<file path="src/rtl/key_debounce_toggle_pkg.sv">
// rtl/key_debounce_toggle_pkg.sv - shared state encoding and helpers for the key debouncer
package key_debounce_toggle_pkg;

   typedef enum logic [1:0] {
      ST_RELEASED    = 2'b00,
      ST_DEB_PRESS   = 2'b01,
      ST_PRESSED     = 2'b10,
      ST_DEB_RELEASE = 2'b11
   } deb_state_t;

   // Raw key level seen when the button is not pressed.
   function automatic logic released_raw_level(input logic active_low);
      return active_low;
   endfunction

   // Converts a synchronised raw sample into 1 = pressed.
   function automatic logic pressed_level(input logic raw, input logic active_low);
      return raw ^ active_low;
   endfunction

endpackage

</file>
<file path="src/rtl/key_debounce_toggle_sync_2ff.sv">
// rtl/key_debounce_toggle_sync_2ff.sv - generic two-flop synchroniser with configurable reset value
module sync_2ff #(
   parameter logic RESET_VAL = 1'b0
) (
   input  logic i_clk,
   input  logic i_resetn,
   input  logic i_d,
   output logic o_q
);

   logic r_s1;
   logic r_s2;

   always_ff @(posedge i_clk) begin
      if (!i_resetn) begin
         r_s1 <= RESET_VAL;
         r_s2 <= RESET_VAL;
      end else begin
         r_s1 <= i_d;
         r_s2 <= r_s1;
      end
   end

   assign o_q = r_s2;

endmodule

</file>
<file path="src/rtl/key_debounce_toggle.sv">
// rtl/key_debounce_toggle.sv - push-button synchroniser, timed debouncer and direction toggle
module key_debounce_toggle
   import key_debounce_toggle_pkg::*;
#(
   parameter int   DEBOUNCE_CYCLES = 100000,
   parameter int   CNT_W           = 17,
   parameter logic KEY_ACTIVE_LOW  = 1'b1,
   parameter logic TOGGLE_INIT     = 1'b1
) (
   input  logic clock_5,
   input  logic reset,
   input  logic key_in,
   output logic key_level,
   output logic key_press,
   output logic key_release,
   output logic up_down,
   output logic busy
);

   localparam logic [CNT_W-1:0] C_CNT_LAST = CNT_W'(DEBOUNCE_CYCLES - 1);

   logic       w_key_sync;
   logic       w_pressed;
   deb_state_t r_state;
   logic [CNT_W-1:0] r_cnt;
   logic       r_level;
   logic       r_press;
   logic       r_release;
   logic       r_up_down;
   logic       r_busy;

   sync_2ff #(
      .RESET_VAL (released_raw_level(KEY_ACTIVE_LOW))
   ) u_sync (
      .i_clk    (clock_5),
      .i_resetn (reset),
      .i_d      (key_in),
      .o_q      (w_key_sync)
   );

   assign w_pressed = pressed_level(w_key_sync, KEY_ACTIVE_LOW);

   // Outputs are updated together with the state so they always reflect the registered state.
   always_ff @(posedge clock_5) begin
      if (!reset) begin
         r_state   <= ST_RELEASED;
         r_cnt     <= '0;
         r_level   <= 1'b0;
         r_press   <= 1'b0;
         r_release <= 1'b0;
         r_up_down <= TOGGLE_INIT;
         r_busy    <= 1'b0;
      end else begin
         r_press   <= 1'b0;
         r_release <= 1'b0;
         case (r_state)
            ST_RELEASED: begin
               r_cnt <= '0;
               if (w_pressed) begin
                  r_state <= ST_DEB_PRESS;
                  r_busy  <= 1'b1;
               end
            end
            ST_DEB_PRESS: begin
               if (!w_pressed) begin
                  r_state <= ST_RELEASED;
                  r_cnt   <= '0;
                  r_busy  <= 1'b0;
               end else if (r_cnt == C_CNT_LAST) begin
                  r_state   <= ST_PRESSED;
                  r_cnt     <= '0;
                  r_busy    <= 1'b0;
                  r_level   <= 1'b1;
                  r_press   <= 1'b1;
                  r_up_down <= ~r_up_down;
               end else begin
                  r_cnt <= r_cnt + CNT_W'(1);
               end
            end
            ST_PRESSED: begin
               r_cnt <= '0;
               if (!w_pressed) begin
                  r_state <= ST_DEB_RELEASE;
                  r_busy  <= 1'b1;
               end
            end
            ST_DEB_RELEASE: begin
               if (w_pressed) begin
                  r_state <= ST_PRESSED;
                  r_cnt   <= '0;
                  r_busy  <= 1'b0;
               end else if (r_cnt == C_CNT_LAST) begin
                  r_state   <= ST_RELEASED;
                  r_cnt     <= '0;
                  r_busy    <= 1'b0;
                  r_level   <= 1'b0;
                  r_release <= 1'b1;
               end else begin
                  r_cnt <= r_cnt + CNT_W'(1);
               end
            end
            default: begin
               r_state <= ST_RELEASED;
               r_cnt   <= '0;
               r_busy  <= 1'b0;
               r_level <= 1'b0;
            end
         endcase
      end
   end

   assign key_level   = r_level;
   assign key_press   = r_press;
   assign key_release = r_release;
   assign up_down     = r_up_down;
   assign busy        = r_busy;

endmodule

</file>
<file path="config.mk">
export PLATFORM = sky130hd
export DESIGN_NAME = key_debounce_toggle
export DESIGN_NICKNAME = d
export VERILOG_FILES = /design/src/rtl/key_debounce_toggle_pkg.sv /design/src/rtl/key_debounce_toggle_sync_2ff.sv /design/src/rtl/key_debounce_toggle.sv
export SDC_FILE = /design/constraint.sdc
export NUM_CORES = 1
export LEC_CHECK = 0
export BUFFER_PORTS_ARGS = -buffer_cell sky130_fd_sc_hd__clkbuf_2
export CORE_MARGIN = 5
export CORE_UTILIZATION = 55
export DETAILED_ROUTE_END_ITERATION = 10
export PLACE_DENSITY = 0.76
export SLEW_MARGIN = 10
export SYNTH_ARGS = -nofsm -noshare
export SYNTH_HDL_FRONTEND = slang
export SYNTH_HIERARCHICAL = 1
export SYNTH_SLANG_ARGS = --single-unit
export TNS_END_PERCENT = 10
</file>
<file path="constraint.sdc">
create_clock -name clock_5 -period 4.83 [get_ports clock_5]
set_input_delay 0.2415 -clock clock_5 [delete_from_list [all_inputs] [get_ports clock_5]]
set_output_delay 0.2415 -clock clock_5 [all_outputs]
set_load 0.005 [all_outputs]
</file>
==> results of run 1 <==
==> area by class of cell <==
cell class / count / area share [%]
well taps: 27 / 2.807
multi-input cells: 89 / 47.40
flip-flops and latches: 26 / 43.24
clock buffers: 4 / 3.015
inverters: 2 / 0.6237
repair buffers: 7 / 2.911
==> worst paths after layout <==
check / startpoint / endpoint / depth (start not counted)
worst max register to register: r_cnt[0] / r_cnt[10] / 5
worst max-delay path: r_cnt[0] / r_cnt[10] / 5
worst min register to register: u_sync/r_s1 / u_sync/o_q / 1
worst min-delay path: key_in / u_sync/r_s1 / 2
==> routing by layer <==
layer	vias up	global-route usage (%)	share of wire, %	wire length [µm]
met5	-	0	0	0
met4	0	8.333	1.9	37
li1	445	-	-	-
met2	17	20.27	46	892
met1	384	17.07	47	905
met3	5	3.497	4.6	88
==> sequential cells by signal (all words and copies together), names as in the netlist, named ones only <==
| name | cells |
|---|---|
| key_level | 1 |
| up_down | 1 |
| u_sync/o_q | 1 |
| u_sync/r_s1 | 1 |
| r_cnt | 17 |
| key_press | 1 |
| r_state | 1 |
| key_release | 1 |
| busy | 1 |
==> critical path, cell delays in order (launching register included) <==
cell     delay, ns
dfxtp_1       0.38
ha_1          0.21
and4_1        0.37
and4_4        0.29
or3_1         0.46
nor2_1        0.11
==> kinds of logic (layout without fill, tap and decap cells) <==
group	Yosys count	count (layout)	share of synthesized area (%)
compound gates	15	15	8.379
buf+inv	6	13	3.858
xor+xnor	13	13	10.03
flops	26	26	45.87
simple gates	60	60	30.76
fa+ha+maj	1	1	1.102
==> cell usage in the layout (no fill, tap or decap), drive strengths merged, types with 2 or more instances in the layout <==
| cell | n |
|---|---|
| a21boi | 3 |
| a21oi | 3 |
| and3 | 3 |
| and4 | 6 |
| and4bb | 3 |
| clkbuf | 11 |
| dfxtp | 26 |
| inv | 2 |
| nand2 | 8 |
| nand2b | 2 |
| nand3 | 5 |
| nand4 | 5 |
| nor2 | 16 |
| nor3 | 2 |
| nor4 | 2 |
| o21ai | 5 |
| or3 | 4 |
| xnor2 | 5 |
| xor2 | 8 |
==> metrics by stage <==
step	util, %	cells	area [µm²]
after floorplan	-	121	1135
after global placement	59.50	151	1167
after detailed placement	59.50	151	1167
after CTS	61.35	155	1204
after global routing	61.35	155	1204
final	61.35	155	1204
==> power by group through the flow <==
stage                     Clock, mW  Sequential, mW  Combinational, mW
after floorplan                   0           0.222            0.00245
after global placement            0           0.222            0.00473
after detailed placement          0           0.222            0.00495
after CTS                     0.112           0.217            0.00498
after global routing          0.121           0.218            0.00569
final                         0.108           0.217            0.00494
==> summary.md, run 1 <==
| Metric | Value |
|---|---|
| Max clock buf depth | 2 |
| Crit path DAT | 2.13 ns |
| Clock sink total | 26 |
| # diodes | 0 |
| Most common cell in the synthesized netlist | dfxtp_1 |
| Seq pwr share | 65.9% |
| Die area | 3072 µm² |
| Clock power share | 32.6% |
| Layout cells sized above 1 | 11.72% |
| Final nets | 133 |
| Status | completed |
| H-Tree Depth | 1 |
| Synth Area per Inst | 9.379 µm² |
| Area leader, netlist | dfxtp_1 |
| Worst VDD drop | 0.0002055 V |
| Synth top area cells | dfxtp_1 (46%), xor2_1 (6.2%), nor2_1 (5.3%) |
| DR vias | 851 |
| DP Wirelength | 1412 µm |
| Io pins | 8 |
| Final setup vio count | 0 |
| Sequential Area | 520.5 µm² |
| Hold WC Path Type | primary input to flip-flop |
| Setup TNS Final | 0 ns |
| Port bufs | 7 |
| Hold_ws | 0.1048 ns |
| Sequential share of the synthesized area | 45.87% |
| Max FO, Critical Path | 17 |
| Max-cap violation count | 0 |
| Minimum clock period | 1.932 ns |
| Worst slack, placed | 2.921 ns |
| Cts hold-fix bufs | 0 |
| Number of antenna violations at the first check in global routing | 0 |
| Power after layout | 0.3298 mW |
| Die W | 55.43 µm |
| FP Rows | 16 |
| WS Path Type | flip-flop to flip-flop |
| Final worst slack | 2.898 ns |
| WL final | 1923 µm |
| Max Clk Rate | 517.5 MHz |
| DRC viols | 0 |
| Syn-to-layout area delta | 6.064% |
| Number of global-route vias before repair | 772 |
| Commonest cells in the synthesized netlist | dfxtp_1 (26), nor2_1 (16), nand2_1 (8), xor2_1 (8) |
| Cts repair resizes | 0 |
| Layout Skew | 0.005820 ns |
| Syn_nets | 125 |
| Routed len/inst | 12.41 µm |
| WP data required | 5.03 ns |
| Drt pass-1 iters | 5 |
| Worst setup SP type | flip-flop |
| Worst-path clk slew | 0.13 ns |
| Final Max Tran Viols | 0 |
| Setup Buffers After CTS | 0 |
| Synth warn | 6 |
| Cell area after synthesis | 1135 µm² |
| Core region area | 1962 µm² |
| First-pass GRT wire length | 3332 µm |
| Initial Utilization | 57.84% |
| Clock Latency Late Sink | 0.32 ns |
| Int Pwr | 0.2643 mW |
| FF-to-FF setup slack | 2.90 ns |
| Syn Inst Count | 121 |
| DIE HEIGHT | 55.43 µm |
| Tot GR Track Use | 13.49% |
| Grt total ovfl | 0 |
| Final Hold Viols | 0 |
| Multi-input logic area | 570.5 µm² |
| Post-route ant nets | 0 |
| Post-synth top flop | dfxtp_1 |
| Asr flop ratio synth | 0% |
| Fin crit share | 40.01% |
| GP Congestion | 0.8089 |
| Part of the power in combinational logic | 1.5% |
| Number of CTS-inserted buffers | 3 |
| PD cells | 274.0 nW/µm² |
| Largest net degree at the start of global routing | 18 |
| Yosys cell types | 33 |
| Filler cells | 185 |
| Post-synth EDFFs | 0 |
| #FFs+latches synth | 26 |
| Clock Tree Root | clkbuf_4 |
| CP Capture Type | flip-flop |
| Worst-Margin Slew | 0.5420 ns |
| Synth top area share | 45.87% |
| Lkg Pwr | 0.4195 nW |
| CTS tree | done |
| Switching share of power | 19.85% |
| Starting DRT DRC Count | 27 |
| Slew margin rel. | 63.86% |
| RSZ-0062 raised after global routing | no |
| Switching pwr | 0.06546 mW |
| Vias/cell | 5.490 |
Note: power is estimated with default switching activity, not from simulation.
==> inputs of run 2 (changes only) <==
--- a/config.mk
+++ b/config.mk
@@ -7,9 +7,9 @@
 export LEC_CHECK = 0
 export BUFFER_PORTS_ARGS = -buffer_cell sky130_fd_sc_hd__clkbuf_2
 export CORE_MARGIN = 5
-export CORE_UTILIZATION = 55
+export CORE_UTILIZATION = 51
 export DETAILED_ROUTE_END_ITERATION = 10
-export PLACE_DENSITY = 0.76
+export PLACE_DENSITY = 0.74
 export SLEW_MARGIN = 10
 export SYNTH_ARGS = -nofsm -noshare
 export SYNTH_HDL_FRONTEND = slang
==> constraint.sdc (replaced) <==
create_clock -name clock_5 -period 1.6 [get_ports clock_5]
set_input_delay 0.08 -clock clock_5 [delete_from_list [all_inputs] [get_ports clock_5]]
set_output_delay 0.08 -clock clock_5 [all_outputs]
set_load 0.005 [all_outputs]
==> run 2 against run 1 <==
  * First-iteration DRC count shrank 41%
  * Sequential share of layout area is 4.5 points lower
  * Total power increased to 3.4 times the previous value
  * Critical path depth down 1
  * Register-to-register slack got worse by 2.8 ns
  * Die area grew 6.4%
  * Final area increased by 12%
  * Combinational power increased to 3.4 times the previous value
  * Utilization grew 0.82 points
  * Via count increased by 7.8%
  * Routed wire length up 12%
  * Global-route usage up 0.29 points
  * Highest routed layer unchanged
==> summary.md, run 2 (synthesized netlist as in run 1, its figures left out) <==
| Metric | Value |
|---|---|
| Die W | 57.17 µm (+3.1%) |
| DP Wirelength | 1535 µm (+8.7%) |
| Setup TNS Final | 0 ns (unchanged) |
| Seq pwr share | 58.4% (-7.5 points) |
| Critical-path cell list | nor4b_1 > and4_4 > a21boi_0 > o31a_1 |
| Number of flip-flops in the largest register | 17 (unchanged) |
| Die area | 3268 µm² (+6.4%) |
| GP Congestion | 0.8336 (+3.1%) |
| Crit path max-delay cell type | nor4b_1 |
| Number of CTS-inserted buffers | 3 (unchanged) |
| Hold WC Path Type | primary input to flip-flop |
| Max Clk Rate | 649.6 MHz (+26%) |
| Vias/cell | 5.458 (-0.58%) |
| Switching share of power | 18.60% (-1.2 points) |
| Port bufs | 7 (unchanged) |
| Largest net degree at the start of global routing | 18 (unchanged) |
| Initial Utilization | 52.31% (-5.5 points) |
| WS Path Type | flip-flop to flip-flop |
| CTS tree | done |
| DR vias | 917 (+7.8%) |
| Clock Tree Root | clkbuf_4 |
| CP Capture Type | flip-flop |
| Tot GR Track Use | 13.78% (+0.29 points) |
| Biggest register | r_cnt |
| Lkg Pwr | 0.4896 nW (+17%) |
| Part of the power in combinational logic | 1.5% (about the same) |
| Clock power share | 40.1% (+7.5 points) |
| WP data required | 1.83 ns (-3.20 ns) |
| DRC viols | 0 (unchanged) |
| Status | completed |
| FP Rows | 17 (+1) |
| Minimum clock period | 1.539 ns (-0.3931 ns) |
| Filler cells | 182 (-1.6%) |
| DIE HEIGHT | 57.17 µm (+3.1%) |
| Top routing layer in use | met4 |
| Routed length on met1 | 1018 µm (+12%) |
| Core region area | 2170 µm² (+11%) |
| Crit path DAT | 1.77 ns (-0.36 ns) |
| RSZ-0062 raised after global routing | no |
| Min-Delay Path Depth | 2 (unchanged) |
| Max-cap violation count | 0 (unchanged) |
| Number of antenna violations at the first check in global routing | 0 (unchanged) |
| WL final | 2158 µm (+12%) |
| Routed len/inst | 12.85 µm (+3.5%) |
| Most frequent cells in the layout | dfxtp_1 (24), nor2_1 (14), buf_4 (11) |
| Final Max Tran Viols | 0 (unchanged) |
| Starting DRT DRC Count | 16 (-41%) |
| First-pass GRT wire length | 3608 µm (+8.3%) |
| Drt pass-1 iters | 4 (-1) |
| Fin crit share | 96.21% (+56 points) |
| Post-route ant nets | 0 (unchanged) |
| Max clock buf depth | 2 (unchanged) |
| PD cells | 832.5 nW/µm² (+200%) |
| Met3 wire length | 48 µm (-45%) |
| Final design utilization | 62.17% (+0.82 points) |
| Slew margin rel. | 75.24% (+11 points) |
| Int Pwr | 0.9140 mW (+250%) |
| Io pins | 8 (unchanged) |
| # diodes | 0 (unchanged) |
| Worst-Margin Slew | 0.3662 ns (-0.1759 ns) |
| Crit path largest cell delay | 0.39 ns (-0.07 ns) |
| Reg2reg path depth | 4 (-1) |
| Final Hold Viols | 0 (unchanged) |
| Switching pwr | 0.2089 mW (+220%) |
| Worst setup SP type | flip-flop |
| H-Tree Depth | 1 (unchanged) |
| Commonest non-fill, non-tap cell in the layout | dfxtp_1 |
| Grt total ovfl | 0 (unchanged) |
| Worst VDD drop | 0.0006168 V (+200%) |
| Power after layout | 1.123 mW (+240%) |
| Clock Latency Late Sink | 0.32 ns (about the same) |
| Syn-to-layout area delta | 18.85% |
| Max FO, Critical Path | 6 (-11) |
| Layout Skew | 0.004537 ns (-0.001283 ns) |
| Layout cells sized above 1 | 25.00% (+13 points) |
| Number of global-route vias before repair | 880 (+14%) |
| Wire length on met2 | 1043 µm (+17%) |
| Worst-path clk slew | 0.14 ns (about the same) |
| Final nets | 145 (+9.0%) |
| Clock sink total | 26 (unchanged) |
| Final setup vio count | 0 (unchanged) |
==> run 2: cell count changes in the layout (fill, tap and decap cells not counted), moves of 2 or more <==
cell | before | now
buf_4 | 0 | 11
dfxtp_1 | 26 | 24
a21oi_2 | 0 | 2
nor2_1 | 16 | 14
a21oi_1 | 3 | 1
dfxtp_2 | 0 | 2
nor2_2 | 0 | 2
==> run 2: power by group through the flow <==
stage / clock network, mW / logic, mW / registers [mW]
CTS: 0.455 / 0.0171 / 0.656
detailed placement: 0 / 0.0148 / 0.670
global placement: 0 / 0.0145 / 0.670
global route: 0.490 / 0.0190 / 0.657
floorplan: 0 / 0.00741 / 0.669
finish: 0.450 / 0.0168 / 0.656
==> run 2: cell type report <==
cell class	instances	area, µm²	share of cell area [%]
multi-input combinational	89	603.1	44.71
sequential	26	523.0	38.78
timing repair buffer	19	127.6	9.462
tap	28	35.03	2.597
clock inverter	1	30.03	2.226
clock buffer	3	22.52	1.670
inverter	2	7.507	0.5566
==> run 2: stage by stage <==
step	area, µm²	cells	setup slack (ns)	hold slack [ns]
detailed placement	1267	163	0.01177	0.2689
global route	1349	168	0.01075	0.01873
CTS	1335	168	0.006584	0.008944
floorplan	1145	121	-0.04511	0.1530
finish	1349	168	0.06066	0.009621
global placement	1267	163	0.06076	0.2646
==> run 2: path summary, 6_finish.rpt <==
path,from,end,slack (ns)
min reg2reg,u_sync/r_s1,u_sync/o_q,0.43
max,r_cnt[12],key_level,0.06
min,reset,u_sync/o_q,0.01
max reg2reg,r_cnt[12],key_level,0.06
==> run 2: what timing repair did <==
action / in CTS / in global routing
gates resized for setup: 1 / 7
hold buffers: 1 / 0
endpoints found under the setup margin: 1 / 13
gates cloned: 0 / 0
hold endpoints to repair: 1 / 0
setup buffers: 0 / 1
==> run 2: critical path: cells and delay by family (launching register included) <==
kind / cells / cell delay (ns)
DFF: 1 / 0.37
AOI/OAI and AO/OA: 2 / 0.37
and+or+nand+nor: 2 / 0.70
==> run 2: metal layers <==
metal	track usage (%)	vias to the layer above
met5	0	-
met4	5.960	0
met3	3.167	8
met2	23.65	11
li1	-	466
met1	16.37	432
==> inputs of run 3 (changes only) <==
--- a/config.mk
+++ b/config.mk
@@ -10,6 +10,8 @@
 export CORE_UTILIZATION = 51
 export DETAILED_ROUTE_END_ITERATION = 10
 export PLACE_DENSITY = 0.74
+export RECOVER_POWER = 100
+export REMOVE_ABC_BUFFERS = 1
 export SLEW_MARGIN = 10
 export SYNTH_ARGS = -nofsm -noshare
 export SYNTH_HDL_FRONTEND = slang
==> run 3 against run 2 <==
  * Sequential power barely moved
  * Clock power fell by 2%
  * Global-route usage rose by 2.3 points
  * Maximum frequency fell by 3.8%
  * Critical path depth rose by 2
  * Final cell count rose by 3.0%
  * Combinational power rose by 16%
  * Via count rose by 5.3%
  * Final area rose by 6.7%
  * Count of clock-buffer cells in the layout did not move
  * Critical path type unchanged
  * Largest cell class unchanged
  * Highest routed layer unchanged
==> summary.md, run 3 (synthesized netlist as in run 1, its figures left out) <==
| Metric | Value |
|---|---|
| Reg2reg path depth | 6 (+2) |
| Lkg Pwr | 0.5173 nW (+5.7%) |
| Post-route ant nets | 0 (unchanged) |
| Crit path largest cell delay | 0.43 ns (+0.04 ns) |
| Reg-to-reg startpoint | r_cnt[1] |
| Crit path launch | r_cnt[1] |
| Fin crit share | 100.0% (+3.8 points) |
| Clock Tree Root | clkbuf_4 |
| Family with the most delay on the worst path | simple AND/OR/NAND/NOR gates |
| Number of global-route vias before repair | 902 (+2.5%) |
| RSZ-0062 raised after global routing | yes |
| Die W | 57.17 µm (unchanged) |
| Hold EP | u_sync/o_q |
| Hold WC Path Type | flip-flop to flip-flop |
| Largest net degree at the start of global routing | 16 (-2) |
| Vias/cell | 5.584 (+2.3%) |
| CP Capture Type | flip-flop |
| # diodes | 0 (unchanged) |
| Worst path buffer plus inverter count | 1 (+1) |
| First-pass GRT wire length | 4043 µm (+12%) |
| Final design utilization | 66.32% (+4.2 points) |
| Crit path max-delay cell type | or3_4 |
| Final nets | 150 (+3.4%) |
| WP data required | 1.86 ns (+0.03 ns) |
| Commonest non-fill, non-tap cell in the layout | dfxtp_1 |
| Setup TNS Final | 0 ns (unchanged) |
| Clock Latency Late Sink | 0.33 ns (about the same) |
| Max-cap violation count | 0 (unchanged) |
| Worst setup SP type | flip-flop |
| Tot GR Track Use | 16.11% (+2.3 points) |
| Port bufs | 7 (unchanged) |
| Critical Path Most Common Cell | and4_4 |
| Critical-path cell list | ha_4 > and4_4 > and4_4 > or3_4 > clkbuf_16 > a21oi_2 |
| Layout cells sized above 1 | 27.59% (+2.6 points) |
| Max FO, Critical Path | 4 (-2) |
| Worst-path clk slew | 0.14 ns (about the same) |
| Starting DRT DRC Count | 24 (+8) |
| Crit path DAT | 1.86 ns (+0.09 ns) |
| Clock sink total | 26 (unchanged) |
| FP Rows | 17 (unchanged) |
| Number of flip-flops in the largest register | 17 (unchanged) |
| Max Clk Rate | 625.0 MHz (-3.8%) |
| Routed len/inst | 15.02 µm (+17%) |
| Layout Skew | 0.01308 ns (+0.008548 ns) |
| Number of antenna violations at the first check in global routing | 0 (unchanged) |
| CTS tree | done |
| Worst-Margin Slew | 0.3883 ns (+0.02208 ns) |
| Hold_ws | 0.4449 ns (+0.4353 ns) |
| Grt total ovfl | 0 (unchanged) |
| Io pins | 8 (unchanged) |
| Status | completed |
| DP Wirelength | 1631 µm (+6.3%) |
| Final setup vio count | 0 (unchanged) |
| WL final | 2599 µm (+20%) |
| Worst Hold Launch | u_sync/r_s1 |
| PD cells | 776.9 nW/µm² (-6.7%) |
| Worst VDD drop | 0.0006442 V (+4.4%) |
| Most frequent cells in the layout | dfxtp_1 (24), buf_4 (12), nor2_1 (10) |
| Worst r2r dst | r_cnt[16] |
| Max clock buf depth | 2 (unchanged) |
| WS Path Type | flip-flop to flip-flop |
| Core region area | 2170 µm² (unchanged) |
| Syn-to-layout area delta | 26.79% |
| Number of CTS-inserted buffers | 3 (unchanged) |
| Drt pass-1 iters | 4 (unchanged) |
| Biggest register | r_cnt |
| Final Max Tran Viols | 0 (unchanged) |
| Minimum clock period | 1.600 ns (+0.06061 ns) |
| Die area | 3268 µm² (unchanged) |
| FF-to-FF setup slack | 0.00005 ns (-0.06 ns) |
| DIE HEIGHT | 57.17 µm (unchanged) |
| Min-Delay Path Depth | 1 (-1) |
| DRC viols | 0 (unchanged) |
| Slew margin rel. | 73.88% (-1.4 points) |
| Final Hold Viols | 0 (unchanged) |
| DR vias | 966 (+5.3%) |
| GP Congestion | 0.7975 (-4.3%) |
| Initial Utilization | 52.31% (unchanged) |
| H-Tree Depth | 1 (unchanged) |
==> run 3: changes by cell type in the layout (fill, tap and decap cells not counted), sizes merged <==
cell         delta
dlygate4sd3     +1
buf             +3
clkbuf          +1
==> run 3: repair_timing <==
item | CTS | global route
gates resized for setup | 4 | 17
cloned | 1 | 1
hold buffers | 2 | 0
pin swaps | 1 | 4
endpoints found under the setup margin | 15 | 17
buffers inserted | 1 | 1
hold endpoints to repair | 2 | 0
==> run 3: worst reg2reg max path, cell delays in order (launching register included) <==
cell,delay [ns]
dfxtp_2,0.36
ha_4,0.16
and4_4,0.14
and4_4,0.16
or3_4,0.43
clkbuf_16,0.18
a21oi_2,0.10
==> run 3: report_power, final <==
part	switching, mW	total [mW]	internal [mW]	leakage, nW
logic	0.00951	0.0195	0.0100	0.278
clock network	0.189	0.442	0.254	0.0279
registers	0.00406	0.656	0.652	0.211
==> run 3: cell type report <==
class	instances	area [µm²]
fillers	170	730.7
clock buffers	3	22.52
repair buffers	24	191.4
multi-input cells	89	629.4
clock inverters	1	30.03
inverters	2	7.507
well taps	28	35.03
flip-flops and latches	26	523.0
==> run 3: through the flow <==
step / worst slack (ns) / instances / power, mW / instance area [µm²]
after floorplan: -0.08228 / 117 / 0.6763 / 1099
after global placement: 0.05358 / 163 / 0.6836 / 1251
after detailed placement: -0.01906 / 163 / 0.6849 / 1251
after CTS: 0.03370 / 171 / 1.134 / 1349
after global routing: -0.08735 / 173 / 1.171 / 1439
final: 0.00005163 / 173 / 1.118 / 1439
==> run 3: how the worst max path moves through the flow <==
stage | endpoint | cells past startpoint
2_1_floorplan | r_cnt[13] | 5
3_3_place_gp | r_cnt[4] | 6
3_5_place_dp | r_cnt[16] | 6
4_1_cts | r_cnt[16] | 6
5_1_grt | r_cnt[16] | 5
6_report | r_cnt[16] | 6
==> run 3: routing by layer <==
metal,track usage [%],up-vias,share of wire (%)
met5,0,-,0
met4,9.603,0,3.2
met3,2.715,9,2.6
met2,28.06,17,52
met1,18.28,461,43
li1,-,479,-
